### src/rtl/ysyx_mem_arbiter.sv
// Shares the core's single AXI4 master port between IFU line refills, LSU loads and LSU stores.
// One transaction in flight; stores win, contested reads alternate round-robin.
module ysyx_mem_arbiter #(
  parameter int         ADDR_W    = 32,
  parameter int         IFU_BEATS = 4,
  parameter logic [3:0] IFU_ID    = 4'd0,
  parameter logic [3:0] LSU_ID    = 4'd1
) (
  input  logic              clk,
  input  logic              rst,
  // IFU refill
  input  logic              ifu_req_valid,
  output logic              ifu_req_ready,
  input  logic [ADDR_W-1:0] ifu_req_addr,
  input  logic              ifu_flush,
  output logic              ifu_resp_valid,
  output logic              ifu_resp_last,
  output logic              ifu_resp_err,
  // LSU load
  input  logic              lsu_rd_valid,
  output logic              lsu_rd_ready,
  input  logic [ADDR_W-1:0] lsu_rd_addr,
  input  logic [2:0]        lsu_rd_size,
  output logic              lsu_rd_resp_valid,
  output logic              lsu_rd_err,
  output logic [63:0]       resp_data,
  // LSU store
  input  logic              lsu_wr_valid,
  output logic              lsu_wr_ready,
  input  logic [ADDR_W-1:0] lsu_wr_addr,
  input  logic [2:0]        lsu_wr_size,
  input  logic [63:0]       lsu_wr_data,
  input  logic [7:0]        lsu_wr_strb,
  output logic              lsu_wr_done,
  output logic              lsu_wr_err,
  // AXI AR
  output logic              m_arvalid,
  input  logic              m_arready,
  output logic [ADDR_W-1:0] m_araddr,
  output logic [3:0]        m_arid,
  output logic [7:0]        m_arlen,
  output logic [2:0]        m_arsize,
  output logic [1:0]        m_arburst,
  // AXI R
  input  logic              m_rvalid,
  output logic              m_rready,
  input  logic [63:0]       m_rdata,
  input  logic [3:0]        m_rid,
  input  logic [1:0]        m_rresp,
  input  logic              m_rlast,
  // AXI AW
  output logic              m_awvalid,
  input  logic              m_awready,
  output logic [ADDR_W-1:0] m_awaddr,
  output logic [3:0]        m_awid,
  output logic [7:0]        m_awlen,
  output logic [2:0]        m_awsize,
  output logic [1:0]        m_awburst,
  // AXI W
  output logic              m_wvalid,
  input  logic              m_wready,
  output logic [63:0]       m_wdata,
  output logic [7:0]        m_wstrb,
  output logic              m_wlast,
  // AXI B
  input  logic              m_bvalid,
  output logic              m_bready,
  input  logic [3:0]        m_bid,
  input  logic [1:0]        m_bresp
);

  localparam logic [2:0] S_IDLE = 3'd0;
  localparam logic [2:0] S_AR   = 3'd1;
  localparam logic [2:0] S_R    = 3'd2;
  localparam logic [2:0] S_AWW  = 3'd3;
  localparam logic [2:0] S_B    = 3'd4;

  localparam logic [ADDR_W-1:0] LINE_MASK = ~(ADDR_W'(IFU_BEATS * 8 - 1));
  localparam logic [7:0]        IFU_LEN   = 8'(IFU_BEATS - 1);
  localparam logic [1:0]        BURST_INCR = 2'b01;

  logic [2:0]        state_reg, state_next;
  logic              rr_reg;
  logic              owner_ifu_reg;
  logic [ADDR_W-1:0] addr_reg;
  logic [2:0]        size_reg;
  logic [63:0]       wdata_reg;
  logic [7:0]        wstrb_reg;
  logic              err_reg;
  logic              squash_reg;
  logic              aw_pend_reg;
  logic              w_pend_reg;

  logic idle, in_ar, in_r, in_aww, in_b;
  logic ifu_cand, pick_wr, pick_ifu, pick_lsu;
  logic r_beat, beat_err, err_total;
  logic [3:0] exp_rid;
  logic aw_ok, w_ok;

  // Grants are combinational in IDLE so the ready pulse lasts exactly one cycle.
  always_comb begin
    idle     = (state_reg == S_IDLE) & ~rst;
    in_ar    = (state_reg == S_AR);
    in_r     = (state_reg == S_R);
    in_aww   = (state_reg == S_AWW);
    in_b     = (state_reg == S_B);
    ifu_cand = ifu_req_valid & ~ifu_flush;
    pick_wr  = idle & lsu_wr_valid;
    pick_ifu = idle & ~lsu_wr_valid & ifu_cand & (~lsu_rd_valid | ~rr_reg);
    pick_lsu = idle & ~lsu_wr_valid & lsu_rd_valid & (~ifu_cand | rr_reg);
  end

  assign ifu_req_ready = pick_ifu;
  assign lsu_rd_ready  = pick_lsu;
  assign lsu_wr_ready  = pick_wr;

  always_comb begin
    exp_rid   = owner_ifu_reg ? IFU_ID : LSU_ID;
    r_beat    = in_r & m_rvalid;
    beat_err  = (m_rresp != 2'b00) | (m_rid != exp_rid);
    err_total = err_reg | beat_err;
    aw_ok     = ~aw_pend_reg | m_awready;
    w_ok      = ~w_pend_reg | m_wready;
  end

  // Read response side; a squashed refill still drains but never strobes the IFU.
  assign resp_data         = m_rdata;
  assign m_rready          = in_r;
  assign ifu_resp_valid    = r_beat & owner_ifu_reg & ~squash_reg & ~ifu_flush;
  assign ifu_resp_last     = ifu_resp_valid & m_rlast;
  assign ifu_resp_err      = ifu_resp_last & err_total;
  assign lsu_rd_resp_valid = r_beat & ~owner_ifu_reg;
  assign lsu_rd_err        = lsu_rd_resp_valid & err_total;

  assign m_arvalid = in_ar;
  assign m_araddr  = owner_ifu_reg ? (addr_reg & LINE_MASK) : addr_reg;
  assign m_arid    = owner_ifu_reg ? IFU_ID : LSU_ID;
  assign m_arlen   = owner_ifu_reg ? IFU_LEN : 8'd0;
  assign m_arsize  = owner_ifu_reg ? 3'd3 : size_reg;
  assign m_arburst = BURST_INCR;

  assign m_awvalid = in_aww & aw_pend_reg;
  assign m_awaddr  = addr_reg;
  assign m_awid    = LSU_ID;
  assign m_awlen   = 8'd0;
  assign m_awsize  = size_reg;
  assign m_awburst = BURST_INCR;
  assign m_wvalid  = in_aww & w_pend_reg;
  assign m_wdata   = wdata_reg;
  assign m_wstrb   = wstrb_reg;
  assign m_wlast   = 1'b1;

  assign m_bready    = in_b;
  assign lsu_wr_done = in_b & m_bvalid;
  assign lsu_wr_err  = lsu_wr_done & ((m_bresp != 2'b00) | (m_bid != LSU_ID));

  always_comb begin
    state_next = state_reg;
    case (state_reg)
      S_IDLE: begin
        if (pick_wr)
          state_next = S_AWW;
        else if (pick_ifu | pick_lsu)
          state_next = S_AR;
      end
      S_AR:    if (m_arready) state_next = S_R;
      S_R:     if (m_rvalid & m_rlast) state_next = S_IDLE;
      S_AWW:   if (aw_ok & w_ok) state_next = S_B;
      S_B:     if (m_bvalid) state_next = S_IDLE;
      default: state_next = S_IDLE;
    endcase
  end

  always_ff @(posedge clk or posedge rst) begin
    if (rst) begin
      state_reg     <= S_IDLE;
      rr_reg        <= 1'b0;
      owner_ifu_reg <= 1'b0;
      addr_reg      <= '0;
      size_reg      <= 3'd0;
      wdata_reg     <= 64'd0;
      wstrb_reg     <= 8'd0;
      err_reg       <= 1'b0;
      squash_reg    <= 1'b0;
      aw_pend_reg   <= 1'b0;
      w_pend_reg    <= 1'b0;
    end else begin
      state_reg <= state_next;

      if (pick_wr) begin
        addr_reg    <= lsu_wr_addr;
        size_reg    <= lsu_wr_size;
        wdata_reg   <= lsu_wr_data;
        wstrb_reg   <= lsu_wr_strb;
        aw_pend_reg <= 1'b1;
        w_pend_reg  <= 1'b1;
      end else if (pick_ifu) begin
        addr_reg      <= ifu_req_addr;
        size_reg      <= 3'd3;
        owner_ifu_reg <= 1'b1;
        rr_reg        <= ~rr_reg;
      end else if (pick_lsu) begin
        addr_reg      <= lsu_rd_addr;
        size_reg      <= lsu_rd_size;
        owner_ifu_reg <= 1'b0;
        rr_reg        <= ~rr_reg;
      end

      if (in_aww) begin
        if (m_awready) aw_pend_reg <= 1'b0;
        if (m_wready)  w_pend_reg  <= 1'b0;
      end

      // Error accumulates across the burst and is forgotten once the last beat is out.
      if (idle)
        err_reg <= 1'b0;
      else if (r_beat)
        err_reg <= m_rlast ? 1'b0 : err_total;

      if (idle || (r_beat && m_rlast))
        squash_reg <= 1'b0;
      else if ((in_ar | in_r) & owner_ifu_reg & ifu_flush)
        squash_reg <= 1'b1;
    end
  end

endmodule
### config.mk
export PLATFORM = sky130hd
export DESIGN_NAME = ysyx_mem_arbiter
export DESIGN_NICKNAME = d
export VERILOG_FILES = /design/src/rtl/ysyx_mem_arbiter.sv
export SDC_FILE = /design/constraint.sdc
export NUM_CORES = 1
export LEC_CHECK = 0
export CORE_AREA = 5 5 196 198
export CTS_CLUSTER_SIZE = 10
export DETAILED_ROUTE_END_ITERATION = 7
export DIE_AREA = 0 0 201 203
export RECOVER_POWER = 50
export SYNTH_ARGS = -nofsm -noshare
export SYNTH_HDL_FRONTEND = slang
export SYNTH_SLANG_ARGS = --single-unit
### constraint.sdc
create_clock -name clk -period 3.83 [get_ports clk]
set_clock_uncertainty 0.1 [all_clocks]
set_input_delay 0.383 -clock clk [delete_from_list [all_inputs] [get_ports clk]]
set_output_delay 0.383 -clock clk [all_outputs]
set_load 0.03 [all_outputs]
==> results of run 1 <==
worst max-delay path, delay by kind of cell, from the launching register on:
family / cells / cell delay, ns
DFF: 1 / 0.49
buffers and inverters: 1 / 0.68
and+or+nand+nor: 4 / 1.24
cell usage after synthesis, types with 3 or more instances:
master and n:
nand2_1 250, buf_4 120, dfrtp_1 116, clkbuf_1 26, o21ai_0 18, o22ai_1 18, a221oi_1 17, o2bb2ai_1 17
a31oi_1 15, inv_1 12, a21oi_1 7, buf_2 7, nor2b_1 7, and2_1 4, buf_6 4, nor2_1 4
a22oi_1 3, nor3b_1 3
final timing paths:
check                                         start                       end  slack (ns)  cells after the start
max                        state_reg[2]$_DFFE_PP0P_              ifu_resp_err        0.50                      5
min                         m_wdata[33]$_DFFE_PP0P_   m_wdata[33]$_DFFE_PP0P_        0.37                      2
max reg2reg                state_reg[0]$_DFFE_PP0P_  m_awaddr[11]$_DFFE_PP0P_        1.56                      4
min reg2reg                 m_wdata[33]$_DFFE_PP0P_   m_wdata[33]$_DFFE_PP0P_        0.37                      2
max in group asynchronous                       rst   m_wdata[62]$_DFFE_PP0P_        1.10                      3
min in group asynchronous                       rst  m_awaddr[23]$_DFFE_PP0P_        1.11                      2
cell families after synthesis:
kind of cell | share of synthesized area
DFF | 0.485
other | 0.00125
buffers and inverters | 0.188
AOI/OAI and AO/OA | 0.128
and+or+nand+nor | 0.195
xor gates and xnor gates | 0.00293
metal layers:
metal	vias up	global-route usage	wire length, um
met3	55	0.0602	2660
li1	2605	-	-
met5	-	0	0
met1	2693	0.128	9630
met2	348	0.193	11700
met4	0	0.0669	1170
cell type report:
type	instances	area [sq um]
Clock buffer	17	425
Clock inverter	15	160
Tap cell	468	586
Timing Repair Buffer	370	3670
Fill cell	3933	26500
Multi-Input combinational cell	419	2080
Sequential cell	116	2900
Inverter	12	48.8
power by group:
group          switching (W)  internal [W]  total [W]
sequential          0.000417       0.00180    0.00222
clock               0.000658      0.000959    0.00162
combinational        0.00266       0.00178    0.00444
total                0.00373       0.00454    0.00827
metrics by stage:
stage | setup slack (ns) | std cells | area, sq um | hold WS, ns
finish | 0.501 | 1417 | 9870 | 0.365
global route | 0.319 | 1417 | 9870 | 0.341
CTS | 0.412 | 1417 | 9880 | 0.330
detailed placement | 0.631 | 1385 | 9300 | 0.362
global placement | 0.671 | 1385 | 9300 | 0.357
floorplan | 0.275 | 704 | 6080 | 0.370
==> impl_results.md, run 1 <==
- Status: complete, but fails checks
- Failing checks: capacitance limit, slew limit
- Share of the synthesized area in the top cell type: 0.485
- Final setup violation count: 0
- Crit path DAT: ~2.9 ns
- Clock root buffer: clkbuf_16
- Vias post-DR: ~5700
- Synth Instances: roughly 700
- Post-synth EDFFs: 0
- Post-route ant nets: 0
- Pleak: between 4 and 5 nW
- WL per Instance: approximately 18 um
- TritonCTS buffer count: 17
- Hold Vio Cnt, Final: 0
- Clk slew on worst S/H paths: approximately 0.06 ns
- Max reg flops: 64
- Vias in the first global route: 6026
- CP Data Required Time: between 3 and 4 ns
- # Post-CTS Setup Buffers: 0
- CP startpoint kind: flip-flop
- CP max stage cell: clkdlybuf4s50_1
- Area leader, netlist: dfrtp_1
- Max VDD drop: 0.000300 V
- Die Span X: 201 um
- Most frequent cells in the layout: clkdlybuf4s50_1, nand2_1, dfrtp_1
- Drt pass-1 iters: 4
- Hold Crit Class: flip-flop to flip-flop
- Ranking of synthesized cells by area: dfrtp_1, nand2_1, buf_4
- Setup tns final: 0 ns
- Total wire length: around 25000 um
- Synth Register Bits: 116
- DP HPWL: 19300 um
- Cell Area, Synth: roughly 0.006 sq mm
- First-pass GRT wire length: around 37000 um
- GRT Total Usage: 0.120
- Critical Path Max Stage Delay: 0.68 ns
- Post-layout min period: ~3.3 ns
- Rows: 70
- Layout cells sized above 1: 0.0611
- Post_cts resized: 0
- Clock sink count: between 100 and 150
- Unrepaired setup endpoints after global routing: false
- # H-tree levels: 4
- Die H: a little over 200 um
- DR iter-0 viols: between 100 and 150
- Residual DRC count: 0
- Final Core Density: 0.272
- Syn Area/Cell: between 8 and 9 sq um
- Global route overflow: 0
- Fmax achieved: 300 MHz
- Pwr Total: around 0.0083 W
- CP Capture Type: output port
- NumNets Final: ~1200
- Critical Path Fanout Max: 10
- Buffers on Ports: 357
- Final period utilization: 0.869
- Vias per cell: 4.02
- Actual slew at the worst max-slew pin: between 2 and 2.5 ns
- CTS max path bufs: 2
- Cells along the critical path: nand4bb_1 -> nor4_1 -> and2_1 -> nor2b_1 -> clkdlybuf4s50_1
- Ys flop type: dfrtp_1
- Clock Latency Late Sink: around 0.44 ns
- Async set-reset flop share out of synthesis: 1.00
- Slew Limit Fails: 100
- Hold bufs inserted after CTS: 0
- Max_slew headroom: -0.521
- Commonest non-fill, non-tap cell in the layout: clkdlybuf4s50_1
- Register area share after synthesis: 0.485
- CTS tree: done
- Starting density of the core: 0.165
- Number of antenna cells inserted: 0
- Die ar.: 0.0408 sq mm
- Final Wtd Congestion: roughly 0.78
- Pin count of the biggest net entering global routing: 100
- Yosys warns: 0
- Initial antenna violation count: 0
- Pwr/cell area: 838 mW/mm^2
- Synth-to-layout area growth: 64.9%
- Core area: ~0.036 sq mm
- IO Pins: ~510
- Critical path class: flip-flop to output port
- Unique masters post-synth: between 40 and 50
- # Max-Cap Violations: 1
(Power assumes the default switching activity.)
==> inputs of run 2 (changes only) <==
SLEW_MARGIN = 20   (was unset)
==> run 2 against run 1 <==
  * Cell count barely moved
  * Sequential power barely moved
  * Critical endpoint unchanged
  * Clock power is essentially flat
  * The flow still finishes with violations (capacitance limit, slew limit)
  * Global-route usage unchanged
==> impl_results.md, run 2 (same netlist as run 1, synthesis figures left out) <==
- Clk slew on worst S/H paths: 0.06 ns (about the same)
- Area after DPL: 0.00930 sq mm (unchanged)
- Clock sink count: 116 (unchanged)
- Rows: 70 (unchanged)
- CP Capture Type: output port
- Max reg flops: 64 (unchanged)
- Final Wtd Congestion: 0.783 (unchanged)
- Die ar.: 0.0408 sq mm (unchanged)
- Final period utilization: 0.866 (-0.00360)
- Critical Path Fanout Max: 10 (unchanged)
- Hold Crit Start: m_wdata[31]$_DFFE_PP0P_
- FF/Latch Area: 0.00290 sq mm (unchanged)
- Commonest non-fill, non-tap cell in the layout: clkdlybuf4s50_1
- Hold Vio Cnt, Final: 0 (unchanged)
- CP max stage cell: clkdlybuf4s50_1
- Cell count along the critical path: 5 (unchanged)
- Top delay family on crit path: simple AND/OR/NAND/NOR gates
- Actual slew at the worst max-slew pin: 2.29 ns (+0.00479 ns)
- CP bufs+invs: 1 (unchanged)
- Hold Path Cell Cnt: 2 (unchanged)
- Setup tns final: 0 ns (unchanged)
- Layout cells sized above 1: 0.0589 (-0.00217)
- Hold bufs inserted after CTS: 0 (unchanged)
- Fmax achieved: 302 MHz (+0.42%)
- Hold endpoint: m_wdata[31]$_DFFE_PP0P_
- Status: complete, but fails checks
- Max VDD drop: 0.000373 V (+24%)
- Vias post-DR: 5702 (+0.018%)
- Critical path class: flip-flop to output port
- Most frequent cells in the layout: clkdlybuf4s50_1, nand2_1, dfrtp_1
- TritonCTS buffer count: 17 (unchanged)
- Total wire length: 25200 um (about the same)
- Post-Layout Inst Area: 0.00988 sq mm (about the same)
- Vias per cell: 4.02 (about the same)
- DP HPWL: 19300 um (unchanged)
- Post-layout min period: 3.32 ns (-0.0138 ns)
- Synth-to-layout area growth: 65.0% (about the same)
- Pin count of the biggest net entering global routing: 100 (unchanged)
- CP startpoint kind: flip-flop
- Pleak: 4.26 nW (-0.60%)
- Unrepaired setup endpoints after global routing: false
- Worst r2r src: state_reg[0]$_DFFE_PP0P_
- NumNets Final: 1199 (+0.083%)
- Multi-input logic area: 0.00206 sq mm (-0.72%)
- Die Span X: 201 um (unchanged)
- Number of antenna cells inserted: 0 (unchanged)
- # Post-CTS Setup Buffers: 0 (unchanged)
- Final setup violation count: 0 (unchanged)
- Hold Crit Class: flip-flop to flip-flop
- Vias in the first global route: 6026 (unchanged)
- Initial antenna violation count: 0 (unchanged)
- Slew Limit Fails: 100 (unchanged)
- Critical Path Max Stage Delay: 0.68 ns (about the same)
- First-pass GRT wire length: 37300 um (unchanged)
- # fillers: 3929 (-0.10%)
- # Max-Cap Violations: 1 (unchanged)
- Max_slew headroom: -0.524 (-0.00319)
- Drt pass-1 iters: 4 (unchanged)
- Post_cts resized: 0 (unchanged)
- Worst r2r dst: m_awaddr[27]$_DFFE_PP0P_
- Die H: 203 um (unchanged)
- Global route overflow: 0 (unchanged)
- Pwr/cell area: 842 mW/mm^2 (+0.53%)
- Cells along the critical path: nand4bb_1 -> nor4_1 -> and2_1 -> nor2b_1 -> clkdlybuf4s50_1
- Starting density of the core: 0.165 (unchanged)
- Residual DRC count: 0 (unchanged)
- # H-tree levels: 4 (unchanged)
- DR iter-0 viols: 159 (+7.4%)
- Buffers on Ports: 357 (unchanged)
- Clock Latency Late Sink: 0.43 ns (about the same)
- Post-route ant nets: 0 (unchanged)
- WL per Instance: 17.8 um (about the same)
- Crit path DAT: 2.83 ns (-0.02 ns)
- R2R Setup Slk: 1.06 ns (-0.50 ns)
- CP Data Required Time: 3.35 ns (about the same)
- Core area: 0.0363 sq mm (unchanged)
- Failing checks: capacitance limit, slew limit
- CTS max path bufs: 2 (unchanged)
- FF-to-FF path depth: 6 (+2)
- Clock root buffer: clkbuf_16
- IO Pins: 512 (unchanged)
- CTS tree: done
- GRT Total Usage: 0.120 (unchanged)
==> run 2: per-stage QoR <==
stage	setup WS, ns	util	cells	power [W]	hold slack, ns
after floorplan	0.275	-	704	0.00500	0.370
after global placement	0.671	0.256	1385	0.00677	0.357
after detailed placement	0.631	0.256	1385	0.00681	0.362
after CTS	0.412	0.272	1417	0.00850	0.330
after global routing	0.186	0.272	1418	0.00878	0.341
final	0.514	0.272	1418	0.00832	0.366
==> run 2: area by class of cell <==
class                           instances  share of cell area
Clock buffer                           17              0.0431
Multi-Input combinational cell        419               0.209
Sequential cell                       116               0.294
Tap cell                              468              0.0593
Timing Repair Buffer                  371               0.374
Clock inverter                         15              0.0162
Inverter                               12             0.00494
==> run 2: how the worst max path moves through the flow <==
stage                                  start                      end  slack [ns]
floorplan                                rst    aw_pend_reg$_DFF_PP0_        0.27
global placement                    m_rvalid             ifu_resp_err        0.67
detailed placement                  m_rvalid             ifu_resp_err        0.63
CTS                 state_reg[2]$_DFFE_PP0P_             ifu_resp_err        0.41
global route                             rst  m_wdata[33]$_DFFE_PP0P_        0.19
finish              state_reg[2]$_DFFE_PP0P_             ifu_resp_err        0.51
==> run 2: power breakdown <==
group | internal, W | leakage (nW) | switching [W]
Sequential | 0.00180 | 1.42 | 0.000417
Clock | 0.000959 | 0.271 | 0.000657
Combinational | 0.00183 | 2.57 | 0.00266
==> run 2: metal layers <==
| layer | global-route usage | vias to the layer above | wire length (um) |
|---|---|---|---|
| met5 | 0 | - | 0 |
| met3 | 0.0602 | 53 | 2600 |
| met2 | 0.193 | 338 | 11700 |
| li1 | - | 2609 | - |
| met1 | 0.128 | 2702 | 9680 |
| met4 | 0.0669 | 0 | 1170 |
==> run 2: worst min-delay path, cell delays in order (launching register included) <==
cell and delay, ns:
dfrtp_1 0.33, nand2_1 0.05, nand2_1 0.05
==> inputs of run 3 (changes only) <==
CORE_AREA = 2 2 199 201   (was 5 5 196 198)
==> run 3 against run 2 <==
  * Final area rose by 0.57%
  * Combinational power down 2%
  * Power fell by 0.98%
  * Die area unchanged
  * First-iteration DRC count is 41% higher
  * Sequential share of layout area down 0.17 points
  * The flow still finishes with violations (capacitance limit, slew limit)
  * Via count decreased by 1.4%
  * Fmax fell by 2.6%
  * Non-clock buffer count decreased by 1
  * Largest power group unchanged
  * Worst hold slack better by 0.0023 ns
  * Critical endpoint unchanged
==> impl_results.md, run 3 (same netlist as run 1, synthesis figures left out) <==
- CP startpoint: owner_ifu_reg$_DFFE_PP0P_
- Synth-to-layout area growth: 66.0%
- Final std cells w/o fill: 1467 (+3.5%)
- Final setup violation count: 0 (unchanged)
- Final Core Density: 0.258 (-0.0135)
- Actual slew at the worst max-slew pin: 1.65 ns (-0.639 ns)
- Post_cts resized: 0 (unchanged)
- Failing checks: capacitance limit, slew limit
- Clk slew on worst S/H paths: 0.06 ns (about the same)
- Final Wtd Congestion: 0.863 (+10%)
- Pwr/cell area: 829 mW/mm^2 (-1.5%)
- Setup tns final: 0 ns (unchanged)
- Slew Limit Fails: 61 (-39%)
- TritonCTS buffer count: 17 (unchanged)
- CP max stage cell: clkbuf_1
- Vias in the first global route: 5829 (-3.3%)
- First-pass GRT wire length: 34900 um (-6.4%)
- Final period utilization: 0.889 (+0.0229)
- Hold Crit Start: m_wdata[22]$_DFFE_PP0P_
- Max reg flops: 64 (unchanged)
- Number of antenna cells inserted: 0 (unchanged)
- Critical Path Max Stage Delay: 0.65 ns (-0.03 ns)
- Hold Crit Class: flip-flop to flip-flop
- Post-layout min period: 3.40 ns (+0.0876 ns)
- DR iter-0 viols: 224 (+41%)
- Top delay family on crit path: buffers and inverters
- Clock root buffer: clkbuf_16
- Critical Path Fanout Max: 10 (unchanged)
- Multi-input logic area: 0.00208 sq mm (+0.73%)
- CP startpoint kind: flip-flop
- Layout cells sized above 1: 0.0590 (+0.0000621)
- Sw frac: 0.444 (-0.00438)
- Unrepaired setup endpoints after global routing: false
- Residual DRC count: 0 (unchanged)
- Core area: 0.0385 sq mm (+5.8%)
- Internal power: 0.00458 W (-0.19%)
- CTS tree: done
- Fmax achieved: 294 MHz (-2.6%)
- GRT Total Usage: 0.114 (-0.00566)
- WL per Instance: 16.1 um (-9.5%)
- Die Span X: 201 um (unchanged)
- Max VDD drop: 0.000366 V (-1.8%)
- Sw power: 0.00366 W (-1.9%)
- Hold bufs inserted after CTS: 0 (unchanged)
- Status: complete, but fails checks
- Sequential share of power: 0.270 (+0.003)
- Pin count of the biggest net entering global routing: 92 (-8.0%)
- Cells along the critical path: clkbuf_1 -> xnor2_1 -> nor4_1 -> nor2b_1 -> clkdlybuf4s50_1
- DP HPWL: 17800 um (-7.6%)
- Placed Instances: 1435 (+3.6%)
- Pleak: 4.31 nW (+1.1%)
- Max_slew headroom: -0.0984 (+0.426)
- # fillers: 4148 (+5.6%)
- Clock sink count: 116 (unchanged)
- Die H: 203 um (unchanged)
- Drt pass-1 iters: 4 (unchanged)
- Hold Vio Cnt, Final: 0 (unchanged)
- Comb pwr share: 0.537 (-0.002)
- Crit path DAT: 2.92 ns (+0.09 ns)
- IO Pins: 512 (unchanged)
- Rows: 72 (+2.9%)
- Vias post-DR: 5622 (-1.4%)
- Buffers on Ports: 357 (unchanged)
- NumNets Final: 1198 (-0.083%)
- FF/Latch Area: 0.00290 sq mm (unchanged)
- CP Capture Type: output port
- # Max-Cap Violations: 1 (unchanged)
- Worst r2r src: state_reg[1]$_DFFE_PP0P_
- Die ar.: 0.0408 sq mm (unchanged)
- Total wire length: 23600 um (-6.4%)
- Vias per cell: 3.83 (-4.7%)
- CP Data Required Time: 3.35 ns (about the same)
- Commonest non-fill, non-tap cell in the layout: clkdlybuf4s50_1
- Post-route ant nets: 0 (unchanged)
- # H-tree levels: 4 (unchanged)
- Critical path class: flip-flop to output port
- Global route overflow: 0 (unchanged)
- Starting density of the core: 0.156 (-0.00908)
- Most frequent cells in the layout: clkdlybuf4s50_1, nand2_1, dfrtp_1
- CP bufs+invs: 2 (+1)
- CTS max path bufs: 2 (unchanged)
- Clock Latency Late Sink: 0.42 ns (about the same)
- Initial antenna violation count: 0 (unchanged)
- Clk pwr share: 0.194 (about the same)
- Worst hold slack: 0.368 ns (+0.00228 ns)
- # Post-CTS Setup Buffers: 0 (unchanged)
run 3: power groups by stage:
stage | clock network, W | logic [W] | registers [W]
after floorplan | 0 | 0.00181 | 0.00319
after global placement | 0 | 0.00453 | 0.00223
after detailed placement | 0 | 0.00456 | 0.00225
after CTS | 0.00167 | 0.00457 | 0.00224
after global routing | 0.00172 | 0.00468 | 0.00231
final | 0.00159 | 0.00442 | 0.00222
run 3: final timing paths:
path                                            to  slack (ns)  cells past startpoint
setup reg to reg           m_awaddr[8]$_DFFE_PP0P_        1.59                      5
hold / removal             m_wdata[22]$_DFFE_PP0P_        0.37                      2
max in group asynchronous  m_wdata[13]$_DFFE_PP0P_        0.95                      3
min in group asynchronous       rr_reg$_DFFE_PP0P_        0.57                      2
setup / recovery                      ifu_resp_err        0.43                      5
hold reg to reg            m_wdata[22]$_DFFE_PP0P_        0.37                      2
run 3: layout make-up:
| type | instances | share of cell area |
|---|---|---|
| repair buffers | 370 | 0.371 |
| flip-flops and latches | 116 | 0.292 |
| multi-input cells | 419 | 0.209 |
| well taps | 518 | 0.0652 |
| clock buffers | 22 | 0.0477 |
| clock inverters | 10 | 0.0106 |
| inverters | 12 | 0.00466 |
run 3: metrics by stage:
stage	instance area, sq um	total power (W)	worst slack, ns
floorplan	6080	0.00500	0.275
global placement	9380	0.00676	0.685
detailed placement	9380	0.00681	0.689
CTS	9960	0.00848	0.536
global route	9940	0.00871	0.249
finish	9940	0.00824	0.427
run 3: layer usage:
layer  GRT usage  wire length (um)
met2       0.192             11400
met4      0.0611               940
met3      0.0449              2060
met5           0                 0
met1       0.123              9180
run 3: worst min-delay path, cell delays in order (launching register included):
cell and delay [ns]:
dfrtp_1 0.34, nand2_1 0.05, nand2_1 0.05
